File: config.mk
export PLATFORM = sky130hd
export DESIGN_NAME = bldc_commutator
export DESIGN_NICKNAME = d
export VERILOG_FILES = /design/src/rtl/bldc_commutator.sv
export SDC_FILE = /design/constraint.sdc
export NUM_CORES = 1
export LEC_CHECK = 0
export CAP_MARGIN = 5
export CELL_PAD_IN_SITES_DETAIL_PLACEMENT = 1
export CELL_PAD_IN_SITES_GLOBAL_PLACEMENT = 1
export CORE_MARGIN = 3
export CORE_UTILIZATION = 41
export CTS_BUF_LIST = sky130_fd_sc_hd__clkbuf_8
export DETAILED_ROUTE_END_ITERATION = 12
export GPL_ROUTABILITY_DRIVEN = 0
export PLACE_DENSITY = 0.88
export SLEW_MARGIN = 20
export SYNTH_ARGS = -nofsm -noshare
export SYNTH_HDL_FRONTEND = slang
export SYNTH_SLANG_ARGS = --single-unit
File: constraint.sdc
create_clock -name clk -period 3.4 [get_ports clk]
set_input_delay 1.02 -clock clk [delete_from_list [all_inputs] [get_ports clk]]
set_output_delay 1.02 -clock clk [all_outputs]
set_load 0.01 [all_outputs]
File: src/rtl/bldc_commutator.sv
// bldc_commutator: six-step trapezoidal BLDC commutation controller.
// Hall inputs are synchronised and debounced, then decoded into one high-side
// (PWM) and one low-side (held on) gate per step, with dead-time blanking
// between steps and a latched fault for impossible hall codes.
// Optional feature: define BLDC_SPEED_MEAS_EN to build the hall-period
// counter that drives hall_period / period_valid; otherwise both read 0.
module bldc_commutator #(
   parameter int PWM_W    = 8,
   parameter int DEBOUNCE = 16,
   parameter int DEADTIME = 8,
   parameter int SPD_W    = 24
)(
   input  logic             clk,
   input  logic             rst,
   input  logic             motor_en,
   input  logic             dir,
   input  logic [PWM_W-1:0] duty,
   input  logic             hallA,
   input  logic             hallB,
   input  logic             hallC,
   output logic             phaseA,
   output logic             phaseB,
   output logic             phaseC,
   output logic             phaseA_lo,
   output logic             phaseB_lo,
   output logic             phaseC_lo,
   output logic             fault,
   output logic [SPD_W-1:0] hall_period,
   output logic             period_valid
);

   localparam int DB_W = $clog2(DEBOUNCE + 1) + 1;
   localparam int DT_W = $clog2(DEADTIME) + 1;

   typedef enum logic [2:0] {IDLE, ALIGN, RUN, BLANK, FAULT} state_t;

   state_t           r_state;
   state_t           w_nextState;
   logic [2:0]       r_hallMeta;
   logic [2:0]       r_hallSync;
   logic [2:0]       r_hallLast;
   logic [1:0]       r_syncFill;
   logic [DB_W-1:0]  r_holdCnt;
   logic [DB_W-1:0]  w_held;
   logic             w_accept;
   logic [2:0]       r_accCode;
   logic             r_accValid;
   logic             w_accInvalid;
   logic [2:0]       r_curCode;
   logic             r_curDir;
   logic             w_changed;
   logic [DT_W-1:0]  r_blankCnt;
   logic [PWM_W-1:0] r_pwmCnt;
   logic             w_pwmOn;
   logic [2:0]       w_hiSel;
   logic [2:0]       w_loSel;
   logic             w_drive;

   // How many consecutive cycles the synchronised code has held, counting the
   // current one; zero until the synchroniser holds real pin samples.
   always_comb begin
      w_held = '0;
      if (r_syncFill[1]) begin
         if (r_hallSync != r_hallLast)
            w_held = DB_W'(1);
         else if (r_holdCnt != DB_W'(DEBOUNCE))
            w_held = r_holdCnt + 1'b1;
         else
            w_held = r_holdCnt;
      end
   end

   assign w_accept     = (w_held == DB_W'(DEBOUNCE));
   assign w_accInvalid = r_accValid && ((r_accCode == 3'b000) || (r_accCode == 3'b111));
   assign w_changed    = (r_accCode != r_curCode) || (dir != r_curDir);

   // Two-flop hall synchroniser followed by the stability counter that accepts a code.
   always_ff @(posedge clk or posedge rst) begin
      if (rst) begin
         r_hallMeta <= '0;
         r_hallSync <= '0;
         r_hallLast <= '0;
         r_syncFill <= '0;
         r_holdCnt  <= '0;
         r_accCode  <= '0;
         r_accValid <= 1'b0;
      end else begin
         r_hallMeta <= {hallA, hallB, hallC};
         r_hallSync <= r_hallMeta;
         r_hallLast <= r_hallSync;
         r_syncFill <= {r_syncFill[0], 1'b1};
         r_holdCnt  <= w_held;
         if (w_accept) begin
            r_accCode  <= r_hallSync;
            r_accValid <= 1'b1;
         end
      end
   end

   // Free-running PWM carrier; wraps naturally from all-ones to zero.
   always_ff @(posedge clk or posedge rst) begin
      if (rst)
         r_pwmCnt <= '0;
      else
         r_pwmCnt <= r_pwmCnt + 1'b1;
   end

   assign w_pwmOn = (r_pwmCnt < duty);

   // Controller state register.
   always_ff @(posedge clk or posedge rst) begin
      if (rst)
         r_state <= IDLE;
      else
         r_state <= w_nextState;
   end

   // Next-state logic; dropping motor_en overrides everything else.
   always_comb begin
      w_nextState = r_state;
      case (r_state)
         IDLE:    if (motor_en) w_nextState = ALIGN;
         ALIGN:   if (w_accInvalid) w_nextState = FAULT;
                  else if (r_accValid) w_nextState = BLANK;
         RUN:     if (w_accInvalid) w_nextState = FAULT;
                  else if (w_changed) w_nextState = BLANK;
         BLANK:   if (w_accInvalid) w_nextState = FAULT;
                  else if (!w_changed && (r_blankCnt == DT_W'(DEADTIME - 1))) w_nextState = RUN;
         FAULT:   w_nextState = FAULT;
         default: w_nextState = IDLE;
      endcase
      if (!motor_en)
         w_nextState = IDLE;
   end

   // Snapshot code and direction when blanking starts or restarts; count dead-time.
   always_ff @(posedge clk or posedge rst) begin
      if (rst) begin
         r_curCode  <= '0;
         r_curDir   <= 1'b0;
         r_blankCnt <= '0;
      end else if ((w_nextState == BLANK) && ((r_state != BLANK) || w_changed)) begin
         r_curCode  <= r_accCode;
         r_curDir   <= dir;
         r_blankCnt <= '0;
      end else if (r_state == BLANK) begin
         r_blankCnt <= r_blankCnt + 1'b1;
      end
   end

   // Commutation table (bit 2 = A, bit 1 = B, bit 0 = C); reverse swaps the sides.
   always_comb begin
      w_hiSel = 3'b000;
      w_loSel = 3'b000;
      case (r_curCode)
         3'b101:  begin w_hiSel = 3'b100; w_loSel = 3'b010; end
         3'b100:  begin w_hiSel = 3'b100; w_loSel = 3'b001; end
         3'b110:  begin w_hiSel = 3'b010; w_loSel = 3'b001; end
         3'b010:  begin w_hiSel = 3'b010; w_loSel = 3'b100; end
         3'b011:  begin w_hiSel = 3'b001; w_loSel = 3'b100; end
         3'b001:  begin w_hiSel = 3'b001; w_loSel = 3'b010; end
         default: begin w_hiSel = 3'b000; w_loSel = 3'b000; end
      endcase
      if (r_curDir) begin
         {w_hiSel, w_loSel} = {w_loSel, w_hiSel};
      end
   end

   assign w_drive   = (r_state == RUN);
   assign phaseA    = w_drive & w_hiSel[2] & w_pwmOn;
   assign phaseB    = w_drive & w_hiSel[1] & w_pwmOn;
   assign phaseC    = w_drive & w_hiSel[0] & w_pwmOn;
   assign phaseA_lo = w_drive & w_loSel[2];
   assign phaseB_lo = w_drive & w_loSel[1];
   assign phaseC_lo = w_drive & w_loSel[0];
   assign fault     = (r_state == FAULT);

`ifdef BLDC_SPEED_MEAS_EN
   logic [SPD_W-1:0] r_spdCnt;
   logic [SPD_W-1:0] r_hallPeriod;
   logic             r_periodValid;
   logic             w_hallEvent;
   logic             w_inMotion;

   assign w_hallEvent = w_accept && (r_hallSync != r_accCode) &&
                        (r_hallSync != 3'b000) && (r_hallSync != 3'b111);
   assign w_inMotion  = (r_state == RUN) || (r_state == BLANK);

   // Saturating cycle count between accepted hall steps, published on each step.
   always_ff @(posedge clk or posedge rst) begin
      if (rst) begin
         r_spdCnt      <= '0;
         r_hallPeriod  <= '0;
         r_periodValid <= 1'b0;
      end else if (!w_inMotion) begin
         r_spdCnt      <= '0;
         r_periodValid <= 1'b0;
      end else if (w_hallEvent) begin
         r_hallPeriod  <= r_spdCnt;
         r_periodValid <= 1'b1;
         r_spdCnt      <= SPD_W'(1);
      end else begin
         r_periodValid <= 1'b0;
         if (r_spdCnt != {SPD_W{1'b1}})
            r_spdCnt <= r_spdCnt + 1'b1;
      end
   end

   assign hall_period  = r_hallPeriod;
   assign period_valid = r_periodValid;
`else
   assign hall_period  = '0;
   assign period_valid = 1'b0;
`endif

endmodule
==> results.py, run 1 <==
metrics = {
    "timing": {
        "fmax_ghz": 0.300,
        "setup_violations": 0,
        "slew_viol_final": 0,
        "slew_headroom_pct": 57.3,
        "fin_crit_sh_pct": 98.0,
        "fin_tns_setup_ns": 0,
        "whs_ns": 0.359,
        "period_needed_ns": 3.33,
        "tightest_slew_ns": 0.640,
        "finalClockSkew_ns": 0.00372,
        "final-hold-violation-count": 0,
    },
    "power_and_ir_drop": {
        "ir_worst_vdd_v": 0.000195,
        "clkPwrFrac_pct": 41.5,
        "power.density_nw_per_um2": 364,
        "p_sw_share_pct": 23.5,
        "p_int_w": 0.000731,
        "power_switching_w": 0.000225,
        "total_power_w": 0.000956,
        "p_comb_share_pct": 7.2,
        "leakage_nw": 1.25,
        "power_frac_seq_pct": 51.3,
    },
    "setup_path": {
        "cp-start-kind": "input pin",
        "reg2reg_depth": 7,
        "crit_family": "compound AO/OA/AOI/OAI gates",
        "r2r_start": "r_holdCnt[0]$_DFF_PP0_",
        "rrSetupSlack_ns": 1.09,
        "worst_setup_path_end_kind": "output port",
        "cp-startpoint": "duty[1]",
        "arrival_ns": 2.31,
        "worstPathRequired_ns": 2.38,
        "crit_cells": 8,
        "timing_worst_setup_path_type": "input pin to output port",
        "slowest_stage": "a211o_1",
        "crit_path_cell_trace": "buf_6 > inv_2 > ha_4 > a21o_1 > a21o_1 > a211o_1 > a21oi_1 > buf_2",
        "worstSetupEndpoint": "phaseB",
        "path_common_cell": "a21o_1",
        "crit_buf_inv": 3,
        "path_max_fanout": 3,
        "cpPeakStageDelay_ns": 0.34,
        "r2r_end": "r_accCode[2]$_DFFE_PP0N_",
    },
    "synthesis": {
        "netlist_area_um2": 2280,
        "post-synth-top-count-cell": "dfrtp_1",
        "syn_avg_cell_area_um2": 10.2,
        "synth_ff_type": "dfrtp_1",
        "synthTopCellsByArea": "dfrtp_1 44%, buf_4 8.2%, ha_1 6.0%, xor2_1 5.4%, mux2_2 4.0%",
        "ys_ff_latch": 40,
        "yosys.area.top_type": "dfrtp_1",
        "synthCells": 223,
        "yosys-top-cells-count": "40 x dfrtp_1, 25 x buf_4, 17 x nand2_1",
        "synthArstFlopShare_pct": 100,
        "synth_edf_count": 0,
        "synth_cell_types": 42,
        "yosysSeqAreaShare_pct": 43.9,
        "synth_top_cell_area_share_pct": 43.9,
        "yosysWarnings": 0,
    },
    "grt": {
        "track_usage_pct": 16.3,
        "antenna_found_initial": 0,
        "grt_pass1_vias": 1731,
        "grt-ovfl-total": 0,
        "grt_max_degree": 41,
        "grt_pass1_wl_um": 8070,
    },
    "cells_and_area": {
        "nets": 273,
        "diodes": 0,
        "fillers": 601,
        "fin_util_pct": 50.2,
        "areaGrowthSynthToFinish_pct": 15.3,
        "layout-drive-gt1-share_pct": 17.3,
    },
    "run_status": {
        "status": "finished clean",
    },
    "floorplan": {
        "num_io_pins": 47,
        "coreArea_um2": 5240,
        "die_x_um": 80.6,
        "dieArea_um2": 6490,
        "initial_core_util_pct": 43.5,
        "num_rows": 26,
        "die_y_um": 80.6,
    },
    "cts": {
        "cts_buffer_depth": 2,
        "clk_latency_ns": 0.29,
        "cts_sinks": 40,
        "ctsHoldBuffers": 0,
        "root_buffer": "clkbuf_8",
        "cts_buffers": 5,
        "clk_pin_slew_ns": 0.08,
        "h-tree-depth": 2,
        "cts_tree": "yes",
    },
    "placement": {
        "dp_hpwl_um": 3450,
        "place.port_buffers": 21,
    },
    "detailed_routing": {
        "vias": 1583,
        "dr.pass1.iters": 4,
        "drcViolationCount": 0,
        "wl_per_cell_um": 14.9,
        "post_drt_via_cell_ratio": 4.98,
        "drtIter0Drc": 34,
        "wirelength_um": 4750,
        "antenna_left": 0,
    },
    "run": {
        "drv_cap": 0,
    },
    "hold_path": {
        "worstHoldPathType": "flip-flop to flip-flop",
    },
}
-- cell usage in the layout (no fill, tap or decap), types with 2 or more instances in the layout --
master            n
nand2b_1          4
a21oi_2           2
mux2_2            8
a211o_1           2
clkbuf_8          5
and3b_1           2
dlygate4sd2_1     3
nor3_1            2
nand3b_1          3
conb_1           26
xor2_1           14
dfrtp_1          40
xnor2_1           8
nand3_1           8
clkdlybuf4s15_1   2
o21ai_0           3
a21oi_1           7
inv_2             3
ha_4              3
a21o_1            4
o211a_1           2
ha_1              8
nand4_1           2
buf_4             4
or3b_2            3
inv_1             9
buf_2             3
and3_1            2
clkdlybuf4s50_1  10
nand2_1          17
nor2_1           15
-- timing repair --
| item | 4_1_cts | 5_1_grt |
|---|---|---|
| pin swaps | 13 | 12 |
| gates resized for setup | 29 | 10 |
| endpoints found under the setup margin | 3 | 3 |
| setup buffers | 0 | 0 |
-- area by class of cell --
cell class                 count  area [µm²]  area share, %
multi-input combinational    163        1160           44.1
sequential                    40        1000           38.1
timing repair buffer          25         220           8.38
tap                           70        87.6           3.33
clock inverter                 3        46.3           1.76
inverter                      12        45.0           1.71
clock buffer                   5        68.8           2.62
-- flip-flops by register name, summed over array words and instances, names as in the netlist --
signal      cells
r_pwmCnt        8
r_hallMeta      3
r_hallSync      3
r_syncFill      2
r_curCode       3
r_curDir        1
r_accValid      1
r_accCode       3
r_holdCnt       6
r_state         3
r_blankCnt      4
r_hallLast      3
-- how the worst min path moves through the flow --
stage / startpoint / end / slack [ns] / depth (start not counted)
3_5_place_dp: r_syncFill[0]$_DFF_PP0_ / r_syncFill[1]$_DFF_PP0_ / 0.34 / 0
5_1_grt: r_syncFill[0]$_DFF_PP0_ / r_syncFill[1]$_DFF_PP0_ / 0.37 / 0
3_3_place_gp: r_syncFill[0]$_DFF_PP0_ / r_syncFill[1]$_DFF_PP0_ / 0.33 / 0
6_report: r_hallMeta[0]$_DFF_PP0_ / r_hallSync[0]$_DFF_PP0_ / 0.36 / 0
4_1_cts: r_hallMeta[0]$_DFF_PP0_ / r_hallSync[0]$_DFF_PP0_ / 0.37 / 0
2_1_floorplan: r_hallMeta[0]$_DFF_PP0_ / r_hallSync[0]$_DFF_PP0_ / 0.33 / 0
-- kinds of logic after synthesis --
kind of cell | Yosys count | synth area share [%]
fa+ha+maj | 11 | 6.04
compound gates | 29 | 9.88
other cells | 2 | 0.329
flops | 40 | 43.9
xor+xnor | 22 | 8.45
simple gates | 67 | 15.7
buf+inv | 44 | 11.7
mux | 8 | 3.95
-- stage by stage --
| step | instance area [µm²] | worst slack, ns | std cells |
|---|---|---|---|
| 6_report | 2630 | 0.0668 | 318 |
| 3_5_place_dp | 2470 | -0.873 | 310 |
| 5_1_grt | 2630 | -0.000492 | 318 |
| 2_1_floorplan | 2370 | 0.212 | 247 |
| 3_3_place_gp | 2470 | -0.745 | 310 |
| 4_1_cts | 2600 | 0.00763 | 318 |
-- power groups by stage --
stage / clock [W] / sequential (W) / combinational, W
after floorplan: 0 / 0.000498 / 0.0000616
after global placement: 0 / 0.000499 / 0.0000640
after detailed placement: 0 / 0.000500 / 0.0000671
after CTS: 0.000407 / 0.000491 / 0.0000673
after global routing: 0.000429 / 0.000492 / 0.0000779
final: 0.000397 / 0.000491 / 0.0000686
-- layer usage --
layer | vias up | part of all wire [%] | GRT usage (%) | wire length [µm]
met4 | 0 | 1.6 | 6.08 | 74
met5 | - | 0 | 0 | 0
met2 | 32 | 55 | 30.9 | 2590
met3 | 6 | 4.4 | 3.92 | 208
met1 | 801 | 39 | 17.2 | 1870
li1 | 744 | - | - | -
(Power assumes the default switching activity.)
==> run 2, diff against run 1 <==
--- a/config.mk
+++ b/config.mk
@@ -13,6 +13,7 @@
 export CTS_BUF_LIST = sky130_fd_sc_hd__clkbuf_8
 export DETAILED_ROUTE_END_ITERATION = 12
 export GPL_ROUTABILITY_DRIVEN = 0
+export MAX_ROUTING_LAYER = met4
 export PLACE_DENSITY = 0.88
 export SLEW_MARGIN = 20
 export SYNTH_ARGS = -nofsm -noshare
==> constraint.sdc (replaced) <==
create_clock -name clk -period 3.4 [get_ports clk]
set_input_delay 0.68 -clock clk [delete_from_list [all_inputs] [get_ports clk]]
set_output_delay 0.68 -clock clk [all_outputs]
set_load 0.01 [all_outputs]
==> run 2 against run 1 <==
Net effect:
- routed wire length decreased by 9.8%
- design area decreased by 2.0%
- hold slack worse by 0.011 ns
- clock skew grew 0.0066 ns
- fmax up 3.0%
- worst setup slack better by 0.097 ns
- die area unchanged
- flip-flop and latch count unchanged
- sequential power barely moved
- non-clock buffer count shrank 3
- critical path type unchanged
- largest cell class unchanged
- highest routed layer unchanged
==> results.py, run 2 (synthesis results as in run 1) <==
metrics = {
    "grt": {
        "antenna_found_initial": 0,
        "grt_use_met1_pct": 16.2,
        "top_usage_layer": "met2",
        "grt_max_degree": 26,
        "grt_pass1_vias": 1637,
        "track_usage_pct": 15.5,
        "met2_usage_pct": 27.6,
        "use_met3_pct": 3.92,
        "grt-ovfl-total": 0,
        "grt_pass1_wl_um": 7460,
    },
    "cells_and_area": {
        "areaGrowthSynthToFinish_pct": 13.0,
        "diodes": 0,
        "final_area_um2": 2570,
        "reg_top3": "r_pwmCnt x8, r_holdCnt x6, r_blankCnt x4",
        "nets": 270,
        "final_common_cell": "dfrtp_1",
        "layout-drive-gt1-share_pct": 10.6,
        "layout_common_cells": "40 x dfrtp_1, 26 x conb_1, 18 x clkdlybuf4s50_1, 17 x nand2_1, 15 x nor2_1",
        "largest_register": "r_pwmCnt",
        "largest_reg_flops": 8,
        "final_cells": 315,
    },
    "cts": {
        "h-tree-depth": 2,
        "cts_tree": "yes",
        "cts_sinks": 40,
        "cts_buffer_depth": 2,
        "root_buffer": "clkbuf_8",
        "cts_buffers": 5,
        "clk_pin_slew_ns": 0.08,
        "ctsHoldBuffers": 0,
        "clk_latency_ns": 0.30,
    },
    "setup_path": {
        "arrival_ns": 2.56,
        "cpPeakStageDelay_ns": 0.45,
        "worstPathRequired_ns": 2.72,
        "timing_worst_setup_path_type": "input pin to output port",
        "path_common_cell": "a21o_1",
        "path_max_fanout": 3,
        "crit_path_cell_trace": "clkdlybuf4s50_1 > inv_1 > ha_1 > a21o_1 > a21o_1 > a211o_1 > a21oi_1 > dlygate4sd2_1",
        "cp-start-kind": "input pin",
        "slowest_stage": "clkdlybuf4s50_1",
        "worst_setup_path_end_kind": "output port",
    },
    "timing": {
        "slew_headroom_pct": 55.3,
        "finalClockSkew_ns": 0.0103,
        "tightest_slew_ns": 0.670,
        "period_needed_ns": 3.24,
        "whs_ns": 0.348,
        "setup_violations": 0,
        "setup_slack_ns": 0.164,
        "slew_viol_final": 0,
        "fin_crit_sh_pct": 95.2,
        "final-hold-violation-count": 0,
        "fmax_ghz": 0.309,
        "rsz0062_at_grt": "no",
    },
    "detailed_routing": {
        "wirelength_um": 4280,
        "drcViolationCount": 0,
        "vias": 1551,
        "dr.pass1.iters": 4,
        "wl_per_cell_um": 13.6,
        "drtIter0Drc": 57,
        "post_drt_via_cell_ratio": 4.92,
        "antenna_left": 0,
    },
    "run_status": {
        "status": "finished clean",
    },
    "hold_path": {
        "worstHoldPathType": "flip-flop to flip-flop",
    },
    "placement": {
        "dp_hpwl_um": 3320,
        "placed_cells": 307,
        "place.port_buffers": 21,
        "dp_slack_ns": -0.232,
        "place_area_um2": 2450,
    },
    "power_and_ir_drop": {
        "leakage_nw": 1.24,
        "ir_worst_vdd_v": 0.000198,
        "power.density_nw_per_um2": 375,
    },
    "floorplan": {
        "initial_core_util_pct": 43.5,
        "dieArea_um2": 6490,
        "num_rows": 26,
        "num_io_pins": 47,
        "coreArea_um2": 5240,
        "die_x_um": 80.6,
        "die_y_um": 80.6,
    },
    "run": {
        "drv_cap": 0,
    },
}
==> run 2: changes by cell type in the layout (fill, tap and decap cells not counted), moves of 3 or more <==
cell             previous run  this run
buf_2                       3         0
inv_2                       3         0
ha_4                        3         0
ha_1                        8        11
buf_4                       4         1
inv_1                       9        12
clkdlybuf4s50_1            10        18
==> run 2: power by group <==
part	total, W	switching [W]	internal [W]
sequential	0.000490	0.00000670	0.000484
combinational	0.0000660	0.0000393	0.0000267
clock	0.000408	0.000168	0.000240
==> run 2: worst paths after layout <==
check / from / to / slack [ns] / cells past startpoint
worst max register to register: r_holdCnt[0]$_DFF_PP0_ / r_accCode[2]$_DFFE_PP0N_ / 1.08 / 7
worst max-delay path: duty[1] / phaseB / 0.16 / 8
worst min register to register: r_hallMeta[0]$_DFF_PP0_ / r_hallSync[0]$_DFF_PP0_ / 0.35 / 0
worst min-delay path: r_hallMeta[0]$_DFF_PP0_ / r_hallSync[0]$_DFF_PP0_ / 0.35 / 0
min in group asynchronous: rst / r_hallSync[0]$_DFF_PP0_ / 0.75 / 2
max in group asynchronous: rst / r_curCode[0]$_DFFE_PP0P_ / 1.90 / 3
==> run 2: repair_timing <==
action	CTS	global route
resized for setup	4	0
setup buffers	0	0
setup endpoints to repair	3	0
==> run 2: routing by layer <==
layer	part of all wire [%]	vias to the layer above	wire, µm
li1	-	743	-
met1	41	765	1760
met2	52	34	2250
met3	4.5	9	191
met4	2.0	0	84
met5	0	-	0
==> run 2: metrics by stage <==
stage	total power (W)	TNS [ns]	util (%)
3_3_place_gp	0.000563	-0.174	46.8
3_5_place_dp	0.000566	-0.480	46.8
5_1_grt	0.000999	0	49.2
4_1_cts	0.000975	0	49.2
6_report	0.000965	0	49.2
2_1_floorplan	0.000559	0	-
==> run 2: area by class of cell <==
class / count / area (µm²)
Fill cell: 608 / 2660
Multi-Input combinational cell: 163 / 1110
Sequential cell: 40 / 1000
Timing Repair Buffer: 22 / 214
Tap cell: 70 / 87.6
Clock buffer: 6 / 82.6
Inverter: 12 / 45.0
Clock inverter: 2 / 38.8
==> run 2: worst max-delay path: cells and delay by family <==
kind / cells / cell delay, ns
adders and majority gates: 1 / 0.28
buffers and inverters: 3 / 0.77
AOI/OAI and AO/OA: 4 / 0.82
